--- src/rtl/mtimer_pkg.sv ---
// ============================================================================
// Module  : mtimer_pkg
// Brief   : Register map, CTRL field positions and reset constants for mtimer.
// Revision: 1.0 - initial release
// ============================================================================
`default_nettype none

package mtimer_pkg;

    localparam logic [4:0] MTIMER_OFF_MTIME_LO    = 5'h00;
    localparam logic [4:0] MTIMER_OFF_MTIME_HI    = 5'h04;
    localparam logic [4:0] MTIMER_OFF_MTIMECMP_LO = 5'h08;
    localparam logic [4:0] MTIMER_OFF_MTIMECMP_HI = 5'h0C;
    localparam logic [4:0] MTIMER_OFF_CTRL        = 5'h10;

    localparam int unsigned MTIMER_CTRL_EN_BIT       = 0;
    localparam int unsigned MTIMER_CTRL_PRESCALE_LSB = 16;

    localparam logic [63:0] MTIMER_MTIMECMP_RST = 64'hFFFF_FFFF_FFFF_FFFF;
    localparam logic [31:0] MTIMER_CTRL_RST     = 32'h0000_0001;

    localparam logic [1:0] MTIMER_WIDTH_WORD = 2'd2;

endpackage : mtimer_pkg

`default_nettype wire

--- src/rtl/mtimer_if.sv ---
// ============================================================================
// Module  : mtimer_if
// Brief   : Core data-bus port seen by the machine timer.
// Revision: 1.0 - initial release
// ============================================================================
`default_nettype none

interface mtimer_if;
    logic [31:0] mem_addr;
    logic [31:0] mem_wdata;
    logic        mem_read_en;
    logic        mem_write_en;
    logic [1:0]  mem_width;
    logic [31:0] mem_rdata;
    logic        mem_sel;
    logic        bus_err;

    modport master (
        output mem_addr, mem_wdata, mem_read_en, mem_write_en, mem_width,
        input  mem_rdata, mem_sel, bus_err
    );

    modport slave (
        input  mem_addr, mem_wdata, mem_read_en, mem_write_en, mem_width,
        output mem_rdata, mem_sel, bus_err
    );
endinterface : mtimer_if

`default_nettype wire

--- src/rtl/mtimer_prescaler.sv ---
// ============================================================================
// Module  : mtimer_prescaler
// Brief   : Programmable divider producing one tick every PRESCALE+1 enabled cycles.
// Revision: 1.0 - initial release
// ============================================================================
`default_nettype none

module mtimer_prescaler #(
    parameter int PRESCALE_W = 16
) (
    input  wire logic                  clk,
    input  wire logic                  reset,
    input  wire logic                  en,
    input  wire logic                  clear,
    input  wire logic [PRESCALE_W-1:0] prescale,
    output logic                       tick
);

    logic [PRESCALE_W-1:0] r_pcnt;
    logic                  w_expire;

    assign w_expire = (r_pcnt == prescale);
    assign tick     = en & w_expire;

    always_ff @(posedge clk) begin
        if (reset) begin
            r_pcnt <= '0;
        end else if (clear) begin
            r_pcnt <= '0;
        end else if (en) begin
            r_pcnt <= w_expire ? '0 : r_pcnt + 1'b1;
        end
    end

endmodule : mtimer_prescaler

`default_nettype wire

--- src/rtl/mtimer.sv ---
// ============================================================================
// Module  : mtimer
// Brief   : Memory-mapped RISC-V machine timer (mtime/mtimecmp/CTRL) with
//           level timer interrupt. Prescaler built only with MTIMER_PRESCALE_EN.
// Revision: 1.0 - initial release
// ============================================================================
`default_nettype none

module mtimer
    import mtimer_pkg::*;
#(
    parameter logic [31:0] BASE_ADDR  = 32'h0200_0000,
    parameter int          PRESCALE_W = 16
) (
    input  wire logic  clk,
    input  wire logic  reset,
    mtimer_if.slave    bus,
    output logic       timer_irq
);

    logic [63:0]           r_mtime;
    logic [63:0]           r_mtimecmp;
    logic                  r_en;
    logic                  r_irq;
    logic                  r_bus_err;

    logic                  w_sel;
    logic                  w_legal;
    logic                  w_strobe;
    logic                  w_wr;
    logic [4:0]            w_offset;
    logic                  w_wr_mtime_lo;
    logic                  w_wr_mtime_hi;
    logic                  w_wr_cmp_lo;
    logic                  w_wr_cmp_hi;
    logic                  w_wr_ctrl;
    logic                  w_tick;
    logic [PRESCALE_W-1:0] w_prescale;
    logic [63:0]           w_mtime_inc;
    logic [63:0]           w_mtime_nxt;
    logic [63:0]           w_mtimecmp_nxt;
    logic [31:0]           w_ctrl_rd;
    logic [31:0]           w_rdata;

    // ------------------------------------------------------------------
    // Address decode
    // ------------------------------------------------------------------
    assign w_sel    = (bus.mem_addr[31:5] == BASE_ADDR[31:5]);
    assign w_legal  = (bus.mem_width == MTIMER_WIDTH_WORD) && (bus.mem_addr[1:0] == 2'b00);
    assign w_strobe = bus.mem_read_en | bus.mem_write_en;
    assign w_wr     = w_sel & w_legal & bus.mem_write_en;
    assign w_offset = bus.mem_addr[4:0];

    assign w_wr_mtime_lo = w_wr && (w_offset == MTIMER_OFF_MTIME_LO);
    assign w_wr_mtime_hi = w_wr && (w_offset == MTIMER_OFF_MTIME_HI);
    assign w_wr_cmp_lo   = w_wr && (w_offset == MTIMER_OFF_MTIMECMP_LO);
    assign w_wr_cmp_hi   = w_wr && (w_offset == MTIMER_OFF_MTIMECMP_HI);
    assign w_wr_ctrl     = w_wr && (w_offset == MTIMER_OFF_CTRL);

    // ------------------------------------------------------------------
    // Tick source
    // ------------------------------------------------------------------
`ifdef MTIMER_PRESCALE_EN
    logic [PRESCALE_W-1:0] r_prescale;

    always_ff @(posedge clk) begin
        if (reset) begin
            r_prescale <= MTIMER_CTRL_RST[MTIMER_CTRL_PRESCALE_LSB +: PRESCALE_W];
        end else if (w_wr_ctrl) begin
            r_prescale <= bus.mem_wdata[MTIMER_CTRL_PRESCALE_LSB +: PRESCALE_W];
        end
    end

    assign w_prescale = r_prescale;

    mtimer_prescaler #(
        .PRESCALE_W (PRESCALE_W)
    ) u_prescaler (
        .clk      (clk),
        .reset    (reset),
        .en       (r_en),
        .clear    (w_wr_ctrl),
        .prescale (r_prescale),
        .tick     (w_tick)
    );
`else
    assign w_prescale = '0;
    assign w_tick     = r_en;
`endif

    // ------------------------------------------------------------------
    // Next-state for the 64-bit registers: a written half overrides its
    // own increment, the other half keeps counting (carry included).
    // ------------------------------------------------------------------
    assign w_mtime_inc = w_tick ? (r_mtime + 64'd1) : r_mtime;

    always_comb begin
        w_mtime_nxt    = w_mtime_inc;
        w_mtimecmp_nxt = r_mtimecmp;
        if (w_wr_mtime_lo) w_mtime_nxt[31:0]     = bus.mem_wdata;
        if (w_wr_mtime_hi) w_mtime_nxt[63:32]    = bus.mem_wdata;
        if (w_wr_cmp_lo)   w_mtimecmp_nxt[31:0]  = bus.mem_wdata;
        if (w_wr_cmp_hi)   w_mtimecmp_nxt[63:32] = bus.mem_wdata;
    end

    always_ff @(posedge clk) begin
        if (reset) begin
            r_mtime    <= '0;
            r_mtimecmp <= MTIMER_MTIMECMP_RST;
            r_en       <= MTIMER_CTRL_RST[MTIMER_CTRL_EN_BIT];
            r_irq      <= 1'b0;
            r_bus_err  <= 1'b0;
        end else begin
            r_mtime    <= w_mtime_nxt;
            r_mtimecmp <= w_mtimecmp_nxt;
            if (w_wr_ctrl) begin
                r_en <= bus.mem_wdata[MTIMER_CTRL_EN_BIT];
            end
            r_irq      <= r_en & (r_mtime >= r_mtimecmp);
            r_bus_err  <= w_sel & w_strobe & ~w_legal;
        end
    end

    // ------------------------------------------------------------------
    // Zero-latency read mux: the core samples read data in the same cycle.
    // ------------------------------------------------------------------
    assign w_ctrl_rd = (32'(r_en) << MTIMER_CTRL_EN_BIT)
                     | (32'(w_prescale) << MTIMER_CTRL_PRESCALE_LSB);

    always_comb begin
        w_rdata = '0;
        if (w_sel && w_legal) begin
            case (w_offset)
                MTIMER_OFF_MTIME_LO:    w_rdata = r_mtime[31:0];
                MTIMER_OFF_MTIME_HI:    w_rdata = r_mtime[63:32];
                MTIMER_OFF_MTIMECMP_LO: w_rdata = r_mtimecmp[31:0];
                MTIMER_OFF_MTIMECMP_HI: w_rdata = r_mtimecmp[63:32];
                MTIMER_OFF_CTRL:        w_rdata = w_ctrl_rd;
                default:                w_rdata = '0;
            endcase
        end
    end

    assign bus.mem_rdata = w_rdata;
    assign bus.mem_sel   = w_sel;
    assign bus.bus_err   = r_bus_err;
    assign timer_irq     = r_irq;

endmodule : mtimer

`default_nettype wire
--- src/flat_wrapper.sv ---
// flat-port wrapper written by rule: the top's interface ports become plain ports
module mtimer_flat import mtimer_pkg::*;
#(
    parameter logic [31:0] BASE_ADDR  = 32'h0200_0000,
    parameter int          PRESCALE_W = 16
)
  (clk, reset, timer_irq, bus_mem_addr, bus_mem_wdata, bus_mem_read_en, bus_mem_write_en, bus_mem_width, bus_mem_rdata, bus_mem_sel, bus_bus_err);
  mtimer_if bus_i ();
  input  wire logic clk;
  input  wire logic reset;
  output logic timer_irq;
  input wire logic [$bits(bus_i.mem_addr)-1:0] bus_mem_addr;
  input wire logic [$bits(bus_i.mem_wdata)-1:0] bus_mem_wdata;
  input wire logic [$bits(bus_i.mem_read_en)-1:0] bus_mem_read_en;
  input wire logic [$bits(bus_i.mem_write_en)-1:0] bus_mem_write_en;
  input wire logic [$bits(bus_i.mem_width)-1:0] bus_mem_width;
  output wire logic [$bits(bus_i.mem_rdata)-1:0] bus_mem_rdata;
  output wire logic [$bits(bus_i.mem_sel)-1:0] bus_mem_sel;
  output wire logic [$bits(bus_i.bus_err)-1:0] bus_bus_err;
  assign bus_i.mem_addr = bus_mem_addr;
  assign bus_i.mem_wdata = bus_mem_wdata;
  assign bus_i.mem_read_en = bus_mem_read_en;
  assign bus_i.mem_write_en = bus_mem_write_en;
  assign bus_i.mem_width = bus_mem_width;
  assign bus_mem_rdata = bus_i.mem_rdata;
  assign bus_mem_sel = bus_i.mem_sel;
  assign bus_bus_err = bus_i.bus_err;
  mtimer #(.BASE_ADDR(BASE_ADDR), .PRESCALE_W(PRESCALE_W)) u_core (.clk(clk), .reset(reset), .bus(bus_i), .timer_irq(timer_irq));
endmodule
--- config.mk ---
export PLATFORM = sky130hd
export DESIGN_NAME = mtimer_flat
export DESIGN_NICKNAME = d
export VERILOG_FILES = /design/src/rtl/mtimer_pkg.sv /design/src/rtl/mtimer_if.sv /design/src/rtl/mtimer_prescaler.sv /design/src/rtl/mtimer.sv /design/src/flat_wrapper.sv
export SDC_FILE = /design/constraint.sdc
export NUM_CORES = 1
export LEC_CHECK = 0
export BUFFER_PORTS_ARGS = -buffer_cell sky130_fd_sc_hd__buf_2
export CORE_MARGIN = 5
export CORE_UTILIZATION = 55
export CTS_CLUSTER_DIAMETER = 200
export DETAILED_ROUTE_END_ITERATION = 6
export PLACE_DENSITY = 0.85
export SYNTH_ARGS = -nofsm -noshare
export SYNTH_HDL_FRONTEND = slang
export SYNTH_SLANG_ARGS = --single-unit
--- constraint.sdc ---
create_clock -name clk -period 4.24 [get_ports clk]
set_input_delay 1.06 -clock clk [delete_from_list [all_inputs] [get_ports clk]]
set_output_delay 1.06 -clock clk [all_outputs]
set_load 0.01 [all_outputs]
==> results of run 1 <==
## cell families after synthesis
group | count (synthesis) | synth area share (%)
flops | 131 | 30.7
xor+xnor | 61 | 6.26
simple gates | 329 | 19.4
compound gates | 231 | 19.2
buf+inv | 138 | 6.30
fa+ha+maj | 65 | 9.53
mux | 65 | 8.65
## critical path: stages
cell	delay [ns]
buf_2	0.41
nand2_1	0.35
buf_4	0.32
o22ai_1	0.25
a22oi_1	0.11
nor2_1	0.10
buf_2	0.13
## layer usage
layer  up-vias  global-route usage (%)  routed length, um
li1       3904                       -                  -
met1      3972                    37.7              10900
met2       418                    45.6              12000
met3        87                    6.93               2270
met4         0                    14.0               1020
met5         -                       0                  0
## flip-flops by register name (all words and copies together), names as in the netlist
signal	flops
u_core.r_mtime	64
u_core.r_mtimecmp	64
u_core.bus.bus_err	1
u_core.r_en	1
u_core.timer_irq	1
## worst max-delay path by stage
stage	slack [ns]	end	from
6_report	0.43	bus_mem_rdata[2]	bus_mem_addr[3]
2_1_floorplan	0.49	bus_mem_rdata[20]	bus_mem_addr[2]
3_5_place_dp	0.49	bus_mem_rdata[2]	bus_mem_addr[3]
4_1_cts	0.47	bus_mem_rdata[2]	bus_mem_addr[3]
5_1_grt	0.33	bus_mem_rdata[4]	bus_mem_addr[3]
3_3_place_gp	0.55	bus_mem_rdata[22]	bus_mem_addr[2]
## final cells by class
| class | count | area (um^2) |
|---|---|---|
| inverter | 70 | 263 |
| timing repair buffer | 130 | 743 |
| multi-input combinational | 751 | 5400 |
| tap | 188 | 235 |
| clock buffer | 21 | 470 |
| sequential | 131 | 2620 |
| clock inverter | 10 | 131 |
| fill | 1232 | 5340 |
## report_power, final
group          total [uW]  leakage [uW]  internal (uW)  switching [uW]
combinational         170       0.00340           63.0             107
sequential           1240       0.00106           1230            4.59
clock                1520      0.000298            963             560
## cell usage in the layout, fill, tap and decap left out, types with 8 or more instances in the layout
master | Yosys | routed
a22oi_1 | 26 | 26
and4_1 | 8 | 8
a21oi_1 | 24 | 24
nand2_1 | 68 | 67
a211oi_1 | 65 | 65
nor2_1 | 109 | 108
o22ai_1 | 25 | 25
clkbuf_16 | 0 | 17
inv_1 | 69 | 69
xnor2_1 | 21 | 21
nor4_1 | 13 | 13
and3_1 | 16 | 16
xor2_1 | 40 | 40
a211o_1 | 31 | 31
a31oi_1 | 31 | 31
nand4_1 | 34 | 34
ha_1 | 65 | 65
dfxtp_1 | 131 | 131
nand3_1 | 40 | 39
o21ai_0 | 9 | 9
buf_2 | 4 | 103
buf_4 | 0 | 25
mux2i_1 | 58 | 58
## per-stage QoR
step,util (%),hold WS [ns],setup WS (ns)
CTS,64.9,0.499,0.466
global route,64.9,0.519,0.328
finish,64.9,0.500,0.434
floorplan,-,0.462,0.491
detailed placement,60.9,0.484,0.486
global placement,60.9,0.482,0.548
==> run summary, run 1 <==
The number of synthesized flops with an enable pin was 0; the count of final max-slew check failures was 0. For the post-synthesis instance area, the log shows 0.00854 mm^2. The finished layout holds 1,301 standard cells, fillers aside.

The detail-routed via count per cell is 6.44, and the final weighted congestion in routability-driven placement is 0.899. The instance count after placement with tap cells included was 1,270. For the final database, setup skew stands at 0.0110 ns. The relative area change from synthesis to final layout works out to 15.5%. For this design, the sink count on the clock tree is 131. dfxtp_1 takes more of the synthesized area than any other cell. STA classifies the critical path endpoint as a primary output. The capture instance of the worst register-to-register path is u_core.r_mtime[59]. The via count of the first global-routing pass was 8,285; the number of nets still failing antenna checks after routing was 0. Sum of internal, switching and leakage power: 2930 uW. Summing all placed instances gives a cell area of 0.00926 mm^2.

The worst-case IR drop observed on VDD is 322 uV. 0 antenna diodes ended up in the layout. After detailed routing, the total wire length is 26,200 um. The min-delay analysis places its worst path in the category reg -> reg. Counting instances, the worst hold path has a depth of 2. The fraction of post-synthesis cell area in the top cell type by area is 30.7%.

The critical path class is in -> out. The final count of hold timing violations is 0. The logs give 2.75 ns for the critical path data arrival time and 0 for the total congestion overflow after global routing. The initial antenna violation count is 0. The core region is 0.0152 mm^2.

After detailed routing, the number of remaining DRC violations is 0. Top flip-flop cell by instance count after synthesis: dfxtp_1. Subtracting the final worst setup slack from the clock period gives 3.81 ns. The number of cells traversed by the worst register-to-register path is 7, and the aggregate negative setup slack is 0 ns. The routed layout has 8,381 vias. Among all cell types in the netlist, the one instantiated most often is dfxtp_1. The maximum net fanout on the critical path works out to 22. The number of hold buffers added after cts came out at 0. Once the clock tree was built, the resizer swapped 0 gates to a different size.

For this run, the post-layout net count is 1,236. The floorplan has 45 rows. Counting flops and latches in the post-synthesis netlist gives 131. Startpoint class of the critical path: a primary input. Across the run, the number of max-cap violations was 0. The die covers 0.0181 mm^2. The clock latency on the worst-skew pair came out at 0.43 ns.

Setup repair after global routing left no endpoint under its margin. The share of layout cells above drive strength 1 was 16.8%. At the pin with the least slew margin, the transition time is 0.696 ns. The I/O pin total was 105. The combined global-route utilization of all metal layers came out at 29.1%.

For the post-CTS setup buffer count, the log shows 0. The worst hold path begins at u_core.r_mtimecmp[21]. The endpoint with the worst hold slack was u_core.r_mtimecmp[21]. Once layout is done, the placed cells without fillers occupy 0.00986 mm^2. For the clock buffer count from CTS, the log shows 17.

Of the available clock period, the critical path in the final layout requires 89.8%. The worst pin sits at a relative slew slack of 53.5%. The post-CTS clock slew at the launch and capture registers of the worst setup and hold paths is 0.05 ns, and the global-route wire length before repair is 42,700 um. Sorting the synthesized cells by area gives the leading types as dfxtp_1 31%, ha_1 9.5%, mux2i_1 6.8%, a211oi_1 5.7%, nor2_1 4.8%. Across all register-to-register paths, the minimum setup slack is 1.22 ns. During synthesis, Yosys emitted a total of 0 warnings.

The number of distinct library cells after synthesis is 58, and the number of buffers on the longest clock path is 2. Input and output buffers added on the ports amount to 104. The root buffer selected by CTS is clkbuf_16.

The height of the die was 135 um. The fraction of synthesis flops using an asynchronous set or reset pin is 0%, and the average cell area after synthesis is 8.37 um^2. The initial utilization of the core area, before any placement, comes to 56.2%. The tools report the worst endpoint required time as 3.18 ns. Power density relative to cell area: 297 mW/mm^2. The tools report the count of mapped cells out of synthesis as 1,020.

The die is 135 um wide. Summing the sequential cell areas from Yosys gives 30.7% of the chip area. For the number of detailed-route iterations in the first pass, the log shows 7. The flow ran to the end, and the final reports show no timing, DRC or antenna violations. Timing would allow up to 0.263 GHz.

The logs give 1,155 for the post-synth net total and 1,015 for the violation count after the first detailed-route iteration. The tools report the total half-perimeter wirelength after legalization and detailed placement as 18,200 um. The total number of H-tree levels was 4; the maximum number of pins on one net before global-route repair was 65.

After detailed routing, the average wire length per cell comes to 20.2 um. The setup-violating endpoint count in the final report was 0. TritonCTS built the clock tree. By count the netlist is led by 131 x dfxtp_1, 109 x nor2_1, 69 x inv_1, 68 x nand2_1.

For this design the static power due to leakage is 0.00476 uW. The startpoint identified for the worst register-to-register timing path is u_core.r_mtime[4].
(Power assumes the default switching activity.)
==> inputs of run 2 (changes only) <==
CORE_UTILIZATION = 37   (was 55)
PLACE_DENSITY = 0.64   (was 0.85)
==> run 2 against run 1 <==
Effect of this change:
- sequential share of layout area is 0.25 points lower
- wire length grew 1.2%
- critical path depth rose by 2
- non-clock buffer count grew 4
- via count fell by 3.8%
- fmax rose by 2.3%
- total power is 3.2% lower
- clock-buffer cell count increased by 3
- register-to-register slack improved by 0.09 ns
- largest cell class unchanged
==> run summary, run 2 (same netlist as run 1, synthesis figures left out) <==
The flow ran to the end, and the final reports show no timing, DRC or antenna violations. The average detailed-routed wire length per instance was 18.9 um (-6.1%). The total half-perimeter wirelength after legalization and detailed placement is 19,100 um (+4.8%). Post-CTS setup buffer count: 0 (unchanged).

In the final layout, the registers with the most flip-flops are u_core.r_mtime x64, u_core.r_mtimecmp x64. The share of layout cells above drive strength 1 is 17.0% (+0.19 points), and the critical path data arrival time is 2.66 ns (-0.09 ns). The post-CTS clock slew at the launch and capture registers of the worst setup and hold paths works out to 0.06 ns (about the same). The highest cell delay on the worst timing path is 0.30 ns (-0.11 ns), and the clock latency on the worst-skew pair is 0.42 ns (about the same). The run gives 55 (+22%) as the total number of placement rows. Traced cell by cell, the critical path runs through buf_2 -> nor4_1 -> nand4_1 -> nor2_1 -> buf_4 -> nand3_1 -> buf_4 -> nor2_1 -> buf_2.

The number of cells traversed by the worst register-to-register path was 7 (unchanged). Global-route wire length before repair: 43,000 um (+0.71%). The share of the cycle needed by the critical path after routing is 87.7% (-2.0 points). The run gives 6.0% (+0.2 points) as the share of power burned in combinational logic. The instance count after placement with tap cells included came out at 1,371 (+8.0%).

The I/O pin total was 105 (unchanged). The remaining design rule violation count is 0 (unchanged). For the post-detailed-routing wire length, the log shows 26,500 um (+1.2%). Critical path class: in -> out.

Final weighted congestion in routability-driven placement: 0.881 (-2.0%). The worst setup path is captured at a primary output. Relative to the synthesized area, the layout overhead comes to 16.6%.

For this design, the slowest cell found on the critical path is nor4_1. The time the worst path needs with I/O delays and setup is 3.72 ns (-0.0860 ns), and the width of the die is 162 um (+20%). For the aggregate negative setup slack, the log shows 0 ns (unchanged). The detail-routed via count per cell is 5.75 (-11%), and the worst setup timing slack at the placement stage is 0.490 ns (+0.00493 ns).

Maximum net fanout on the critical path: 20 (-9.1%). The proportion of total power due to net switching was 23.8% (+0.89 points). The run gives 1,403 (+7.8%) as the final cell count without fillers. The setup-violating endpoint count in the final report is 0 (unchanged).

The total number of H-tree levels is 4 (unchanged), and the number of nets still failing antenna checks after routing is 0 (unchanged). CTS placed an instance of clkbuf_16 at the clock tree root. The via count of the first global-routing pass is 7,871 (-5.0%), and the initial antenna violation count is 0 (unchanged).

For the final-layout fill cell count, the log shows 2,285 (+85%). The height of the die was 162 um (+20%). The tightest slew margin relative to the limit is 44.8% (-8.7 points). The tools report the minimum setup slack in the final design as 0.520 ns (+0.0860 ns).

The run gives 43.8% (-21 points) as the final core utilization. Number of buffers added on ports: 104 (unchanged). The tools report the worst vdd rail ir drop as 220 uV (-32%).

The post-layout net count was 1,240 (+0.32%); the count of final max-slew check failures was 0 (unchanged). The logs give 17 (unchanged) for the clock buffer count from CTS and 675 uW (+0.59%) for the switching power. The run gives 131 (unchanged) as the number of sinks on the clock net. The sequential fraction of design power was 43.6% (+1.4 points); the final count of hold timing violations was 0 (unchanged). The count of vias placed by the detailed router is 8,063 (-3.8%), and the violation count after the first detailed-route iteration is 609 (-40%).

The worst endpoint required time is 3.18 ns (about the same), and the leakage power is 0.00474 uW (-0.27%). The total congestion overflow after global routing was 0 (unchanged). The tools report the maximum number of pins on one net before global-route repair as 69 (+6.2%). In the layout the commonest cells are 131 x dfxtp_1, 108 x nor2_1, 103 x buf_2, 69 x inv_1, 67 x nand2_1. The number of hold buffers added after cts was 0 (unchanged); the clock network fraction of design power was 50.4% (-1.6 points). The number of resized instances in the post-cts repair step is 0 (unchanged), and the number of detailed-route iterations in the first pass is 5 (-2). The pin slew with the least headroom to its limit works out to 0.828 ns (+0.132 ns). The logs give 0 (unchanged) for the max-cap check violation count and 0 (unchanged) for the final antenna diode count. TritonCTS built the clock tree. The upper clock frequency limit was 0.269 GHz (+2.3%); the overall die area was 0.0262 mm^2 (+45%). For the combined global-route utilization of all metal layers, the log shows 20.2% (-8.9 points). The internal power is 2160 uW (-4.3%). The initial core utilization is 37.6% (-19 points), and the power density relative to cell area is 285 mW/mm^2 (-4.1%). The tools report the final clock skew as 0.0139 ns (+0.00295 ns).

Core outline area: 0.0227 mm^2 (+49%). The cell depth of the worst min-delay path came out at 2 (unchanged). The startpoint class of the critical path is a primary input. The worst hold path belongs to the class reg -> reg. The number of buffers on the longest clock path was 2 (unchanged). Setup repair after global routing left no endpoint under its margin. The most common library cell in the layout ignoring fill and taps is dfxtp_1.
-- run 2: changes by cell type in the layout (fill, tap and decap cells not counted), sizes merged --
cell      before  now
buf          130  134
bufinv         3    1
clkbuf        21   24
clkinv         7    5
clkinvlp       1    3
-- run 2: per-layer routing --
metal / up-vias / GRT usage (%) / wire, um
met2: 252 / 32.9 / 12200
met5: - / 0 / 0
met1: 3845 / 27.7 / 12400
met4: 0 / 5.27 / 487
met3: 34 / 3.70 / 1450
li1: 3932 / - / -
-- run 2: final timing paths --
path	startpoint	end	slack (ns)
setup / recovery	bus_mem_addr[6]	bus_mem_rdata[19]	0.52
hold / removal	u_core.r_mtimecmp[3]	u_core.r_mtimecmp[3]	0.51
setup reg to reg	u_core.r_mtime[4]	u_core.r_mtime[59]	1.31
hold reg to reg	u_core.r_mtimecmp[3]	u_core.r_mtimecmp[3]	0.51
-- run 2: power by group through the flow --
stage,Combinational [uW],Sequential (uW),Clock (uW)
3_3_place_gp,169,1260,0
4_1_cts,169,1240,1450
3_5_place_dp,169,1260,0
5_1_grt,183,1240,1500
2_1_floorplan,83.7,1260,0
6_report,169,1240,1430
-- run 2: cell type report --
class | count | area, um^2 | share of cell area (%)
inverter | 70 | 263 | 2.64
sequential | 131 | 2620 | 26.3
multi-input combinational | 751 | 5400 | 54.2
clock inverter | 8 | 76.3 | 0.767
tap | 285 | 357 | 3.58
timing repair buffer | 134 | 748 | 7.51
clock buffer | 24 | 492 | 4.94
-- run 2: worst max-delay path, delay by kind of cell --
kind,cells,cell delay [ns]
buffers and inverters,4,0.66
and+or+nand+nor,5,0.94
-- run 2: through the flow --
step / total power, uW / area [um^2] / hold slack (ns)
after floorplan: 1350 / 8540 / 0.462
after global placement: 1430 / 9390 / 0.483
after detailed placement: 1430 / 9390 / 0.485
after CTS: 2860 / 9960 / 0.501
after global routing: 2920 / 9960 / 0.534
final: 2840 / 9960 / 0.507
==> inputs of run 3 (changes only) <==
--- a/config.mk
+++ b/config.mk
@@ -8,2 +8,3 @@
 export BUFFER_PORTS_ARGS = -buffer_cell sky130_fd_sc_hd__buf_2
+export CORE_ASPECT_RATIO = 0.7
 export CORE_MARGIN = 5
--- a/constraint.sdc
+++ b/constraint.sdc
@@ -3,2 +3,2 @@
 set_output_delay 1.06 -clock clk [all_outputs]
-set_load 0.01 [all_outputs]
+set_load 0.05 [all_outputs]
==> run 3 against run 2 <==
Effect of this change:
- fmax fell by 4.3%
- cell count grew 1.7%
- clock skew fell by 0.0054 ns
==> run summary, run 3 (same netlist as run 1, synthesis figures left out) <==
The worst endpoint required time is 3.18 ns (about the same), and the critical path data arrival time is 2.83 ns (+0.17 ns). The combined global-route utilization of all metal layers is 21.5% (+1.3 points). TritonCTS built the clock tree. The count of vias placed by the detailed router came out at 8,163 (+1.2%). The largest registers in the layout are u_core.r_mtime x64, u_core.r_mtimecmp x64. For the via count of the first global-routing pass, the log shows 7,742 (-1.6%). The number of buffers added on ports is 104 (unchanged), and the total number of placement rows is 46 (-16%). The number of buffers on the longest clock path is 2 (unchanged), and the final weighted congestion in routability-driven placement is 0.866 (-1.6%). By startpoint and endpoint, the worst setup path is classified as in -> out. The minimum hold slack is 0.503 ns (-0.00404 ns).

The post-CTS clock slew at the launch and capture registers of the worst setup and hold paths works out to 0.06 ns (about the same). The tools report the overall die area as 0.0263 mm^2 (+0.18%). The run gives 0.257 GHz (-4.3%) as the upper clock frequency limit. Area occupied by multi-input gates: 0.00540 mm^2 (about the same). The number of hold buffers added after cts was 0 (unchanged); the share of layout cells above drive strength 1 was 16.5% (-0.48 points).

The logs give 0.0227 mm^2 (-0.14%) for the core outline area and 1,427 (+1.7%) for the final cell count without fillers. The clock buffer count from CTS is 17 (unchanged), and the height of the die is 137 um (-15%). Final clock skew: 0.00858 ns (-0.00535 ns).

The instance count after placement with tap cells included was 1,396 (+1.8%). The root buffer cell chosen for the clock tree is clkbuf_16. The maximum number of pins on one net before global-route repair is 56 (-19%), and the number of nets still failing antenna checks after routing is 0 (unchanged). The share of the cycle needed by the critical path after routing was 91.7% (+3.9 points); the final core utilization was 44.1% (+0.21 points). The number of resized instances in the post-cts repair step came out at 0 (unchanged).

The worst vdd rail ir drop is 260 uV (+18%), and the clock latency on the worst-skew pair is 0.42 ns (about the same). Setup repair after global routing left no endpoint under its margin. The minimum setup slack in the final design is 0.353 ns (-0.167 ns). For the total half-perimeter wirelength after legalization and detailed placement, the log shows 20,100 um (+5.3%). Pin slew with the least headroom to its limit: 0.772 ns (-0.0554 ns).

The width of the die is 192 um (+18%). The number of detailed-route iterations in the first pass came out at 5 (unchanged). The tools report the area taken by flip-flops and latches as 0.00262 mm^2 (unchanged). The average detailed-routed wire length per instance was 19.5 um (+3.3%). The class of the tightest hold or removal check is reg -> reg. Cell depth of the worst min-delay path: 2 (unchanged). The number of cells traversed by the worst register-to-register path works out to 6 (-1). The tightest slew margin relative to the limit was 48.4% (+3.6 points).

For the remaining design rule violation count, the log shows 0 (unchanged). The detail-routed via count per cell was 5.72 (-0.46%). The relative area change from synthesis to final layout is 17.0%, and the post-layout net count is 1,238 (-0.16%). The max-cap check violation count is 0 (unchanged), and the total number of H-tree levels is 4 (unchanged). The count of final max-slew check failures came out at 0 (unchanged).

For the global-route wire length before repair, the log shows 44,000 um (+2.3%). The most common library cell in the layout ignoring fill and taps was dfxtp_1. The leakage power was 0.00472 uW (-0.39%). The initial core utilization is 37.7% (+0.054 points).

The flow ran to the end, and the final reports show no timing, DRC or antenna violations. The power density relative to cell area came out at 282 mW/mm^2 (-1.2%). The run gives 2,325 (+1.8%) as the final-layout fill cell count. The tools report the startpoint class of the critical path as a primary input. The maximum net fanout on the critical path was 5 (-75%). The post-CTS setup buffer count was 0 (unchanged).

The logs give 791 (+30%) for the violation count after the first detailed-route iteration and 27,900 um (+5.1%) for the post-detailed-routing wire length. The cell area after placement was 0.00945 mm^2 (+0.63%). Endpoint kind of the worst setup timing path: a primary output.

The initial antenna violation count was 0 (unchanged). The library cells used most frequently in the layout, excluding fill and tap cells, are 131 x dfxtp_1, 107 x nor2_1, 103 x buf_2, 69 x inv_1, 67 x nand2_1. Area of all placed cells without fillers: 0.00999 mm^2 (+0.33%). The total congestion overflow after global routing was 0 (unchanged); the worst setup timing slack at the placement stage was 0.333 ns (-0.158 ns). The logs give 105 (unchanged) for the I/O pin total and 131 (unchanged) for the number of sinks on the clock net. The final count of hold timing violations was 0 (unchanged); the setup-violating endpoint count in the final report was 0 (unchanged). The time the worst path needs with I/O delays and setup is 3.89 ns (+0.167 ns).
## run 3: area by class of cell
cell class / instances / area share, %
diodes: 1 / 0.0251
clock buffers: 26 / 4.90
clock inverters: 4 / 0.501
inverters: 70 / 2.63
multi-input cells: 751 / 54.1
flip-flops and latches: 131 / 26.3
well taps: 312 / 3.91
repair buffers: 132 / 7.72
## run 3: per-stage QoR
stage / setup TNS [ns] / power (uW)
final: 0 / 2810
after CTS: 0 / 2830
after detailed placement: 0 / 1440
after floorplan: -1.95 / 1350
after global routing: 0 / 2900
after global placement: 0 / 1440
## run 3: power breakdown
part / total, uW / switching [uW] / leakage, uW / internal, uW
registers: 1240 / 4.61 / 0.00106 / 1230
clock network: 1400 / 553 / 0.000256 / 846
logic: 177 / 112 / 0.00341 / 64.8
total: 2810 / 670 / 0.00472 / 2140
## run 3: final timing paths
check	start	to	slack (ns)
worst min-delay path	u_core.r_mtimecmp[29]	u_core.r_mtimecmp[29]	0.50
worst max register to register	u_core.r_mtime[3]	u_core.r_mtime[57]	1.26
worst min register to register	u_core.r_mtimecmp[29]	u_core.r_mtimecmp[29]	0.50
worst max-delay path	bus_mem_addr[14]	bus_mem_rdata[16]	0.35
## run 3: per-layer routing
layer  wire (um)  part of all wire (%)  vias to the layer above  track usage (%)
met5           0                     0                        -                0
met1       14100                    51                     3907             33.2
met4         319                   1.1                        0             4.47
met2       11100                    40                      321             30.2
li1            -                     -                     3908                -
met3        2380                   8.5                       27             4.87
## run 3: worst max-delay path, cell delays in order
cell and delay [ns]:
buf_2 0.10, nor4_1 0.29, nand4_1 0.20, nor2_2 0.25, nand4_1 0.16, buf_4 0.23, nor2b_1 0.22, buf_2 0.31
